`config.mk`:
```
export PLATFORM = sky130hd
export DESIGN_NAME = mem_arbiter
export DESIGN_NICKNAME = d
export VERILOG_FILES = /design/src/rtl/mem_arbiter.sv
export SDC_FILE = /design/constraint.sdc
export NUM_CORES = 1
export LEC_CHECK = 0
export ABC_AREA = 1
export CELL_PAD_IN_SITES_DETAIL_PLACEMENT = 2
export CELL_PAD_IN_SITES_GLOBAL_PLACEMENT = 2
export CORE_UTILIZATION = 25
export CTS_CLUSTER_SIZE = 8
export DETAILED_ROUTE_END_ITERATION = 8
export PLACE_DENSITY = 0.95
export SYNTH_ARGS = -nofsm -noshare
export SYNTH_HDL_FRONTEND = slang
export SYNTH_SLANG_ARGS = --single-unit
```
`constraint.sdc`:
```
create_clock -name clk -period 5.9 [get_ports clk]
set_clock_uncertainty 0.1 [all_clocks]
set_input_delay 0.59 -clock clk [delete_from_list [all_inputs] [get_ports clk]]
set_output_delay 0.59 -clock clk [all_outputs]
set_load 0.005 [all_outputs]
```
`src/rtl/mem_arbiter.sv`:
```
// rtl/mem_arbiter.sv - byte-serial RAM port arbiter between instruction fetch and MEM stage
// mem_req wins over if_req in IDLE; each access is split into 1/2/4 byte RAM cycles.
module mem_arbiter #(
  parameter int ADDR_WIDTH = 32
) (
  input  logic                  clk,
  input  logic                  rst,
  input  logic                  if_req_i,
  input  logic [ADDR_WIDTH-1:0] if_addr_i,
  input  logic                  if_flush_i,
  output logic [31:0]           if_inst_o,
  output logic                  if_done_o,
  input  logic                  mem_req_i,
  input  logic                  mem_we_i,
  input  logic [1:0]            mem_len_i,
  input  logic [ADDR_WIDTH-1:0] mem_addr_i,
  input  logic [31:0]           mem_wdata_i,
  output logic [31:0]           mem_rdata_o,
  output logic                  mem_done_o,
  input  logic [7:0]            ram_din_i,
  output logic [ADDR_WIDTH-1:0] ram_addr_o,
  output logic                  ram_wr_o,
  output logic [7:0]            ram_dout_o,
  output logic                  busy_o
);

  localparam logic [1:0] IDLE  = 2'd0;
  localparam logic [1:0] READ  = 2'd1;
  localparam logic [1:0] WRITE = 2'd2;
  localparam logic [1:0] DONE  = 2'd3;

  localparam logic [ADDR_WIDTH-1:0] ADDR_ONE = {{(ADDR_WIDTH-1){1'b0}}, 1'b1};

  logic [1:0]  state;
  logic [2:0]  cnt;
  logic [2:0]  nbytes;
  logic        owner_mem;
  logic [31:0] wdata;
  logic [31:0] data;
  logic [1:0]  lane;

  function automatic logic [2:0] len_bytes(input logic [1:0] len);
    case (len)
      2'd0:    len_bytes = 3'd1;
      2'd1:    len_bytes = 3'd2;
      default: len_bytes = 3'd4;
    endcase
  endfunction

  // In READ, cnt runs one ahead of the lane because RAM data lags the address by a cycle
  assign lane        = 2'(cnt[1:0] - 2'd1);
  assign busy_o      = (state != IDLE);
  assign if_inst_o   = if_done_o  ? data : 32'd0;
  assign mem_rdata_o = mem_done_o ? data : 32'd0;

  always_ff @(posedge clk) begin
    if (rst) begin
      state      <= IDLE;
      cnt        <= 3'd0;
      nbytes     <= 3'd0;
      owner_mem  <= 1'b0;
      wdata      <= 32'd0;
      data       <= 32'd0;
      ram_addr_o <= '0;
      ram_wr_o   <= 1'b0;
      ram_dout_o <= 8'd0;
      if_done_o  <= 1'b0;
      mem_done_o <= 1'b0;
    end else begin
      if_done_o  <= 1'b0;
      mem_done_o <= 1'b0;
      case (state)
        IDLE: begin
          if (mem_req_i) begin
            owner_mem  <= 1'b1;
            nbytes     <= len_bytes(mem_len_i);
            cnt        <= 3'd0;
            data       <= 32'd0;
            ram_addr_o <= mem_addr_i;
            if (mem_we_i) begin
              state      <= WRITE;
              ram_wr_o   <= 1'b1;
              ram_dout_o <= mem_wdata_i[7:0];
              wdata      <= mem_wdata_i >> 8;
            end else begin
              state <= READ;
            end
          end else if (if_req_i && !if_flush_i) begin
            owner_mem  <= 1'b0;
            nbytes     <= 3'd4;
            cnt        <= 3'd0;
            data       <= 32'd0;
            ram_addr_o <= if_addr_i;
            state      <= READ;
          end
        end
        READ: begin
          if (!owner_mem && if_flush_i) begin
            state <= IDLE;
            cnt   <= 3'd0;
          end else begin
            if (cnt != 3'd0) data[{lane, 3'b000} +: 8] <= ram_din_i;
            if (cnt == nbytes) begin
              state <= DONE;
              cnt   <= 3'd0;
              if (owner_mem) mem_done_o <= 1'b1;
              else           if_done_o  <= 1'b1;
            end else begin
              cnt <= cnt + 3'd1;
              if (cnt + 3'd1 < nbytes) ram_addr_o <= ram_addr_o + ADDR_ONE;
            end
          end
        end
        WRITE: begin
          if (cnt + 3'd1 < nbytes) begin
            cnt        <= cnt + 3'd1;
            ram_addr_o <= ram_addr_o + ADDR_ONE;
            ram_dout_o <= wdata[7:0];
            wdata      <= wdata >> 8;
          end else begin
            ram_wr_o   <= 1'b0;
            ram_dout_o <= 8'd0;
            cnt        <= 3'd0;
            state      <= DONE;
            mem_done_o <= 1'b1;
          end
        end
        default: state <= IDLE;
      endcase
    end
  end

endmodule

```
==> impl_metrics.tcl, run 1 <==
set metrics [dict create \
    cts_resized 0 \
    post-route-min-period_ps 3270 \
    min-delay-start "wdata[18]" \
    rows 60 \
    synth-edff-count 0 \
    ys_warn_count 0 \
    holdPathStages 2 \
    clkTransAtPathRegs_ps 90 \
    htreeDepth 3 \
    whs_ps 371 \
    hold_viol_final 0 \
    track_usage_pct 21.1 \
    synth.top_cell.area_share_pct 31.2 \
    die_area_um2 28400 \
    syn_area_per_cell_um2 5.84 \
    ir_drop_mv 0.269 \
    synthesis.area_um2 6930 \
    die_h_um 168 \
    p_leak_uw 0.00437 \
    io_pins 220 \
    synth_area_leaders "dfxtp_1 (31%), nand2_1 (21%), nor2_1 (11%)" \
    syn2layout_area_growth_pct 39.6 \
    start_util_pct 25.6 \
    cts_buffers 9 \
    period_share_pct 55.4 \
    hold_path_end "wdata[18]" \
    port_buffers 219 \
    ys_seq_elements 108 \
    drt-initial-drc-count 278 \
    drive_above_1_share_pct 4.06 \
    post-cts-setup-buffer-count 0 \
    hold_path.class "register to register" \
    p_per_area_nw_per_um2 410 \
    fin_tns_setup_ps 0 \
    die_x_um 168 \
    cts-root-buf "clkbuf_16" \
    routabilityCongestion 0.859 \
    setup_ws_ps 2630 \
    viasPerCell 4.79 \
    antenna_found_initial 3 \
    synthCells 1185 \
    num-nets-final 1499 \
    max-cap-violations 0 \
    core_area_um2 27000 \
    drcViolationCount 0 \
    place_ws_ps 2410 \
    startpoint "cnt[0]" \
    worst_pin_slew_ps 1270 \
    critPathCaptureType "register" \
    rrSetupSlack_ps 2630 \
    clockBufferDepth 2 \
    drv_slew 0 \
    r2r_start "cnt[0]" \
    cts.sinks 108 \
    reg2reg_depth 9 \
    cts_hold_buffers 0 \
    fin_area_um2 9670 \
    critPathArrivalTime_ps 3400 \
    dr.pass1.iters 4 \
    cp-start-kind "register" \
    wl_mm 30.0 \
    critPathKind "register to register" \
    reg2reg_to "ram_addr_o[1]" \
    rsz0062_at_grt "no" \
    routed-via-count 8254 \
    setup_viol 0 \
    synthFlopType "dfxtp_1" \
    routedWlPerCell_um 17.4 \
    max-slew-margin-rel_pct 15.0 \
    cp_max_fo 62 \
    status "completed" \
    dpl-instance-area_um2 9330 \
    synth_nets 1310 \
    grt_pass1_wl_mm 47.6 \
    synthArstFlopShare_pct 0 \
    cts_tree "yes" \
    required_ps 6020 \
    insertion_delay_ps 370 \
    ys_seq_area_share_pct 31.2 \
    fmax_ghz 0.306 \
    num-fill-cells 3310 \
    synth.largest_area_cell "dfxtp_1" \
    first_global_vias 8972 \
    grt_max_degree 63 \
    hpwl_mm 22.8 \
    final_antenna_net_count 0 \
    synth_cell_type_count 42 \
    grt_remaining_overflow 0 \
]
==> cell usage in the layout, fill, tap and decap left out, types with 2 or more instances in the layout <==
master / n
buf_4: 4
nand4_1: 7
a211oi_1: 2
o211ai_1: 2
clkbuf_16: 9
nor2_1: 208
inv_1: 143
o21ai_1: 3
clkinv_8: 2
nor2_4: 4
a21oi_1: 77
nand3_2: 2
inv_2: 8
nand2_1: 389
clkdlybuf4s50_1: 218
nor2_8: 2
nand2_4: 2
nand2_2: 4
ha_1: 13
nand3_1: 70
o21ai_0: 70
o22ai_1: 4
nor2_2: 4
dfxtp_1: 108
inv_8: 2
clkinv_1: 2
diode_2: 3
nand3b_1: 2
==> stage by stage <==
| stage | std cells | util, % | power, µW |
|---|---|---|---|
| final | 1723 | 35.8 | 3960 |
| after global routing | 1723 | 35.8 | 4290 |
| after CTS | 1720 | 35.8 | 4010 |
| after detailed placement | 1704 | 34.5 | 3290 |
| after global placement | 1704 | 34.5 | 3130 |
| after floorplan | 1185 | - | 2540 |
==> how the worst max path moves through the flow <==
stage / end / slack [ps] / cells past startpoint
after floorplan: wdata[10] / 3610 / 11
after global placement: ram_addr_o[0] / 2600 / 9
after detailed placement: ram_addr_o[16] / 2410 / 10
after CTS: ram_addr_o[1] / 2630 / 9
after global routing: ram_addr_o[7] / 2420 / 10
final: ram_addr_o[1] / 2630 / 9
==> flip-flops by register name (all words and copies together) (netlist names) <==
| name | flops |
|---|---|
| data | 32 |
| ram_addr_o | 32 |
| wdata | 24 |
| ram_dout_o | 8 |
| cnt | 3 |
| nbytes | 3 |
| state | 2 |
| if_done_o | 1 |
| mem_done_o | 1 |
| owner_mem | 1 |
| ram_wr_o | 1 |
==> critical path: stages (launching register included) <==
cell and delay (ps):
dfxtp_1 520, inv_1 220, ha_1 500, ha_1 290, nand3b_1 100, nand2_1 180, nand2_1 210, nand3_4 580
nand2_1 320, a21oi_1 100
==> cells in the mapped netlist (2+ instances only) <==
cell / instances
a211oi_1: 2
a21oi_1: 77
buf_1: 3
buf_2: 7
buf_4: 3
buf_6: 6
clkbuf_1: 25
clkinv_1: 2
dfxtp_1: 108
ha_1: 13
inv_1: 143
inv_2: 8
nand2_1: 389
nand2_2: 4
nand2_4: 2
nand3_1: 70
nand3_2: 2
nand3b_1: 2
nand4_1: 7
nor2_1: 208
nor2_2: 4
nor2_4: 4
nor2_8: 2
o211ai_1: 2
o21ai_0: 70
o21ai_1: 3
o22ai_1: 4
==> kinds of logic after synthesis <==
family / synth area share [%]
AO/OA/AOI/OAI: 12.5
XOR/XNOR: 0.126
adder cells (fa/ha/maj): 2.35
buffers and inverters: 11.9
flip-flops: 31.2
AND/OR/NAND/NOR: 41.9
==> where the power goes <==
group | internal [µW] | leakage [µW] | total, µW | switching (µW)
clock network | 347 | 0.000160 | 695 | 348
registers | 909 | 0.000885 | 1120 | 209
logic | 741 | 0.00333 | 2150 | 1410
==> cell type report <==
cell class              count  area [µm²]  share of cell area [%]
diodes                      3        7.51                  0.0776
clock buffers               9         225                    2.33
clock inverters             7         103                    1.06
inverters                 155         586                    6.06
multi-input cells         877        3940                    40.8
flip-flops and latches    108        2160                    22.4
well taps                 341         427                    4.41
repair buffers            223        2220                    22.9
==> layer usage <==
metal / part of all wire [%] / vias to the layer above / GRT usage (%)
met5: 0 / - / 0
met4: 2.5 / 0 / 7.19
met3: 4.0 / 44 / 3.55
met2: 49 / 169 / 37.7
met1: 45 / 3999 / 25.3
li1: - / 4042 / -
Power figures use the tool's default switching activity.
==> run 2, diff against run 1 <==
--- a/config.mk
+++ b/config.mk
@@ -8,10 +8,10 @@
 export ABC_AREA = 1
 export CELL_PAD_IN_SITES_DETAIL_PLACEMENT = 2
 export CELL_PAD_IN_SITES_GLOBAL_PLACEMENT = 2
-export CORE_UTILIZATION = 25
+export CORE_UTILIZATION = 23
 export CTS_CLUSTER_SIZE = 8
 export DETAILED_ROUTE_END_ITERATION = 8
-export PLACE_DENSITY = 0.95
+export PLACE_DENSITY = 0.91
 export SYNTH_ARGS = -nofsm -noshare
 export SYNTH_HDL_FRONTEND = slang
 export SYNTH_SLANG_ARGS = --single-unit
==> constraint.sdc (replaced) <==
create_clock -name clk -period 3.3 [get_ports clk]
set_clock_uncertainty 0.1 [all_clocks]
set_input_delay 0.33 -clock clk [delete_from_list [all_inputs] [get_ports clk]]
set_output_delay 0.33 -clock clk [all_outputs]
set_load 0.005 [all_outputs]
==> run 2 against run 1 <==
Against the previous run:
- die area increased by 8.6%
- cell count increased by 3.0%
- clock power is 58% higher
- largest cell class unchanged
- largest power group unchanged
==> impl_metrics.tcl, run 2 (synthesis gave the netlist of run 1 again) <==
set metrics [dict create \
    hold_viol_final 0 \
    post-cts-setup-buffer-count 0 \
    wl_mm 29.4 \
    globalRouteMet1Util_pct 24.1 \
    antenna_found_initial 0 \
    io_pins 220 \
    grt_remaining_overflow 0 \
    viasPerCell 4.64 \
    grt_pass1_wl_mm 48.0 \
    grt-busiest-layer "met2" \
    hold_path_end "wdata[16]" \
    setup_viol 0 \
    ir_drop_mv 0.392 \
    drt-initial-drc-count 257 \
    worst_pin_slew_ps 1250 \
    critPathCaptureType "register" \
    holdPathStages 2 \
    final_cell_mix "nand2_1 (389), clkdlybuf4s50_1 (218), nor2_1 (208), inv_1 (143), dfxtp_1 (108)" \
    syn2layout_area_growth_pct 40.6 \
    multi_input_area_um2 3940 \
    cts_resized 0 \
    status "completed" \
    dpl-instance-area_um2 9450 \
    cts_buffers 9 \
    n_antenna_cell 0 \
    rows 63 \
    regArea_um2 2160 \
    required_ps 3490 \
    rsz0062_at_grt "no" \
    routedWlPerCell_um 16.6 \
    largest_registers "data: 32 flops, ram_addr_o: 32 flops, wdata: 24 flops" \
    use_met2_pct 35.3 \
    p_leak_uw 0.00439 \
    min-delay-start "wdata[16]" \
    cts_hold_buffers 0 \
    reg2reg_depth 11 \
    die_area_um2 30800 \
    first_global_vias 9032 \
    cts_tree "yes" \
    final_antenna_net_count 0 \
    reg2reg_to "ram_addr_o[18]" \
    startpoint "cnt[0]" \
    die_h_um 176 \
    fmax_ghz 0.324 \
    period_share_pct 93.6 \
    track_usage_pct 19.6 \
    clkTransAtPathRegs_ps 90 \
    num-nets-final 1505 \
    critPathArrivalTime_ps 3280 \
    mostFrequentLayoutCell "nand2_1" \
    drcViolationCount 0 \
    drv_slew 0 \
    use_met3_pct 2.71 \
    max-cap-violations 0 \
    htreeDepth 3 \
    drive_above_1_share_pct 4.41 \
    routed-via-count 8228 \
    rrSetupSlack_ps 210 \
    dr.pass1.iters 5 \
    core_area_um2 29600 \
    r2r_start "cnt[0]" \
    cp_max_fo 26 \
    cts-root-buf "clkbuf_16" \
    fin_tns_setup_ps 0 \
    fin_area_um2 9730 \
    cts.sinks 108 \
    num-fill-cells 3661 \
    p_per_area_nw_per_um2 718 \
    post-route-min-period_ps 3090 \
    grt_max_degree 55 \
    start_util_pct 23.4 \
    max-slew-margin-rel_pct 16.5 \
    routabilityCongestion 0.880 \
    port_buffers 219 \
    die_x_um 176 \
    hold_path.class "register to register" \
    hpwl_mm 23.1 \
    cp-start-kind "register" \
    clockBufferDepth 2 \
    insertion_delay_ps 370 \
    critPathKind "register to register" \
]
run 2: changes by cell type in the layout (fill, tap and decap cells not counted), sizes merged:
cell / delta
buf: +6
diode: -3
bufinv: -1
clkbuf: +1
clkinv: -1
run 2: cell type report:
| class | count | area share (%) |
|---|---|---|
| well taps | 390 | 5.01 |
| clock inverters | 5 | 0.437 |
| multi-input cells | 877 | 40.5 |
| clock buffers | 10 | 2.46 |
| flip-flops and latches | 108 | 22.2 |
| repair buffers | 229 | 23.4 |
| inverters | 155 | 6.02 |
run 2: worst max-delay path by stage:
stage,slack [ps],endpoint,cells past startpoint
3_3_place_gp,510,ram_addr_o[18],11
5_1_grt,2,ram_addr_o[18],11
4_1_cts,200,ram_addr_o[18],11
2_1_floorplan,1010,wdata[10],11
6_report,210,ram_addr_o[18],11
3_5_place_dp,240,ram_addr_o[18],11
run 2: where the power goes:
part	total, µW	internal [µW]	switching [µW]
logic	3920	1390	2530
clock network	1100	542	558
registers	1960	1630	339
total	6990	3560	3430
run 2: per-layer routing:
layer | vias to the layer above | part of all wire (%)
li1 | 4041 | -
met1 | 3983 | 45
met4 | 0 | 1.7
met2 | 172 | 49
met5 | - | 0
met3 | 32 | 3.9
run 2: worst max-delay path: stages, from the launching register on:
cell      delay [ps]
dfxtp_1          530
inv_1            240
ha_1             490
ha_1             290
nand3b_1         100
nand2_1          160
nand2_1          190
nand3_4          300
buf_4            320
nand2_1           70
nand2_1           50
a21oi_1          170
run 2: per-stage QoR:
stage	utilization (%)	total power, µW	hold slack (ps)	worst slack (ps)	std cells
6_report	32.8	6990	372	212	1774
2_1_floorplan	-	4540	309	1010	1185
4_1_cts	32.8	7110	376	197	1774
3_3_place_gp	31.9	5740	351	506	1759
5_1_grt	32.8	7650	393	1.57	1774
3_5_place_dp	31.9	5960	363	240	1759
==> run 3, diff against run 2 <==
--- a/config.mk
+++ b/config.mk
@@ -11,6 +11,7 @@
 export CORE_UTILIZATION = 23
 export CTS_CLUSTER_SIZE = 8
 export DETAILED_ROUTE_END_ITERATION = 8
+export MAX_ROUTING_LAYER = met4
 export PLACE_DENSITY = 0.91
 export SYNTH_ARGS = -nofsm -noshare
 export SYNTH_HDL_FRONTEND = slang
==> run 3 against run 2 <==
Against the previous run:
- sequential power about the same
- core utilization unchanged
- clock-buffer cell count unchanged
- final area unchanged
- cell count unchanged
- sequential cell count unchanged
- register-to-register slack about the same
- routed wire length about the same
- critical path type unchanged
- largest power group unchanged
==> impl_metrics.tcl, run 3 (synthesis gave the netlist of run 1 again) <==
set metrics [dict create \
    cts_tree "yes" \
    start_util_pct 23.4 \
    status "completed" \
    viasPerCell 4.63 \
    period_share_pct 93.8 \
    core_area_um2 29600 \
    rsz0062_at_grt "no" \
    insertion_delay_ps 370 \
    grt_pass1_wl_mm 48.1 \
    htreeDepth 3 \
    die_x_um 176 \
    die_h_um 176 \
    final_cell_mix "nand2_1 (389), clkdlybuf4s50_1 (218), nor2_1 (208), inv_1 (143), dfxtp_1 (108)" \
    post-route-min-period_ps 3100 \
    setup_viol 0 \
    cp-start-kind "register" \
    ir_drop_mv 0.395 \
    cts-root-buf "clkbuf_16" \
    cts_resized 0 \
    hpwl_mm 23.1 \
    grt_max_degree 55 \
    r2r_start "cnt[0]" \
    required_ps 3500 \
    port_buffers 219 \
    num-nets-final 1505 \
    rrSetupSlack_ps 200 \
    max-cap-violations 0 \
    setup_ws_ps 203 \
    syn2layout_area_growth_pct 40.6 \
    fin_tns_setup_ps 0 \
    final_antenna_net_count 0 \
    fmax_ghz 0.323 \
    clockBufferDepth 2 \
    min-delay-start "wdata[16]" \
    routabilityCongestion 0.895 \
    critPathArrivalTime_ps 3290 \
    drv_slew 0 \
    io_pins 220 \
    whs_ps 372 \
    routed-via-count 8217 \
    hold_viol_final 0 \
    drcViolationCount 0 \
    cts.sinks 108 \
    first_global_vias 9035 \
    mostFrequentLayoutCell "nand2_1" \
    cts_buffers 9 \
    p_total_uw 7000 \
    cts_hold_buffers 0 \
    reg2reg_to "ram_addr_o[18]" \
    reg2reg_depth 11 \
    fin_util_pct 32.8 \
    holdPathStages 2 \
    num-fill-cells 3661 \
    max-slew-margin-rel_pct 16.0 \
    post-cts-setup-buffer-count 0 \
    hold_path.class "register to register" \
    antenna_found_initial 0 \
    drive_above_1_share_pct 4.41 \
    p_leak_uw 0.00439 \
    cp_common_cell "nand2_1" \
    dr.pass1.iters 4 \
    crit_path_max_incr_delay_ps 540 \
    rows 63 \
    clkTransAtPathRegs_ps 90 \
    place_ws_ps 240 \
    slowest_stage "dfxtp_1" \
    p_per_area_nw_per_um2 719 \
    track_usage_pct 20.1 \
    die_area_um2 30800 \
    path_cells "inv_1, ha_1, ha_1, nand3b_1, nand2_1, nand2_1, nand3_4, buf_4, nand2_1, nand2_1, a21oi_1" \
    critPathCaptureType "register" \
    wl_mm 29.4 \
    cp_max_fo 26 \
    largest_registers "data: 32 flops, ram_addr_o: 32 flops, wdata: 24 flops" \
    grt_remaining_overflow 0 \
    n_antenna_cell 0 \
    critPathKind "register to register" \
    drt-initial-drc-count 261 \
    hold_path_end "wdata[16]" \
    routedWlPerCell_um 16.6 \
    worst_pin_slew_ps 1250 \
]
[run 3: cell counts in the layout (fill, tap and decap cells not counted)]
Identical to the previous run, type by type.
[run 3: report_power, final]
part           internal (µW)  leakage [µW]  switching, µW  total (µW)
Combinational           1390       0.00337           2530        3930
Sequential              1630      0.000885            340        1960
Clock                    542      0.000141            561        1100
[run 3: worst max-delay path by stage]
stage          startpoint  slack [ps]              to  cells after the start
6_report           cnt[0]         200  ram_addr_o[18]                     11
5_1_grt            cnt[0]         0.9  ram_addr_o[18]                     11
4_1_cts            cnt[0]         200  ram_addr_o[18]                     11
3_5_place_dp       cnt[0]         240  ram_addr_o[18]                     11
3_3_place_gp       cnt[0]         510  ram_addr_o[18]                     11
2_1_floorplan      cnt[0]        1010       wdata[10]                     11
[run 3: final cells by class]
cell class / instances / area, µm² / area share, %
multi-input combinational: 877 / 3940 / 40.5
timing repair buffer: 229 / 2270 / 23.4
sequential: 108 / 2160 / 22.2
inverter: 155 / 586 / 6.02
tap: 390 / 488 / 5.01
clock buffer: 10 / 239 / 2.46
clock inverter: 5 / 42.5 / 0.437
[run 3: critical path: cells and delay by family (launching register included)]
family                     cells  cell delay, ps
AOI/OAI and AO/OA              1             170
adders and majority gates      2             780
buffers and inverters          2             550
DFF                            1             540
and+or+nand+nor                6             880
[run 3: layer usage]
metal	vias up	GRT usage (%)	share of wire, %
li1	4039	-	-
met1	3976	24.2	45
met2	165	35.2	49
met3	37	2.68	4.3
met4	0	5.29	1.7
met5	-	-	0
[run 3: per-stage QoR]
step	cell area [µm²]	cells
after floorplan	6930	1185
after global placement	9450	1759
after detailed placement	9450	1759
after CTS	9730	1774
after global routing	9730	1774
final	9730	1774
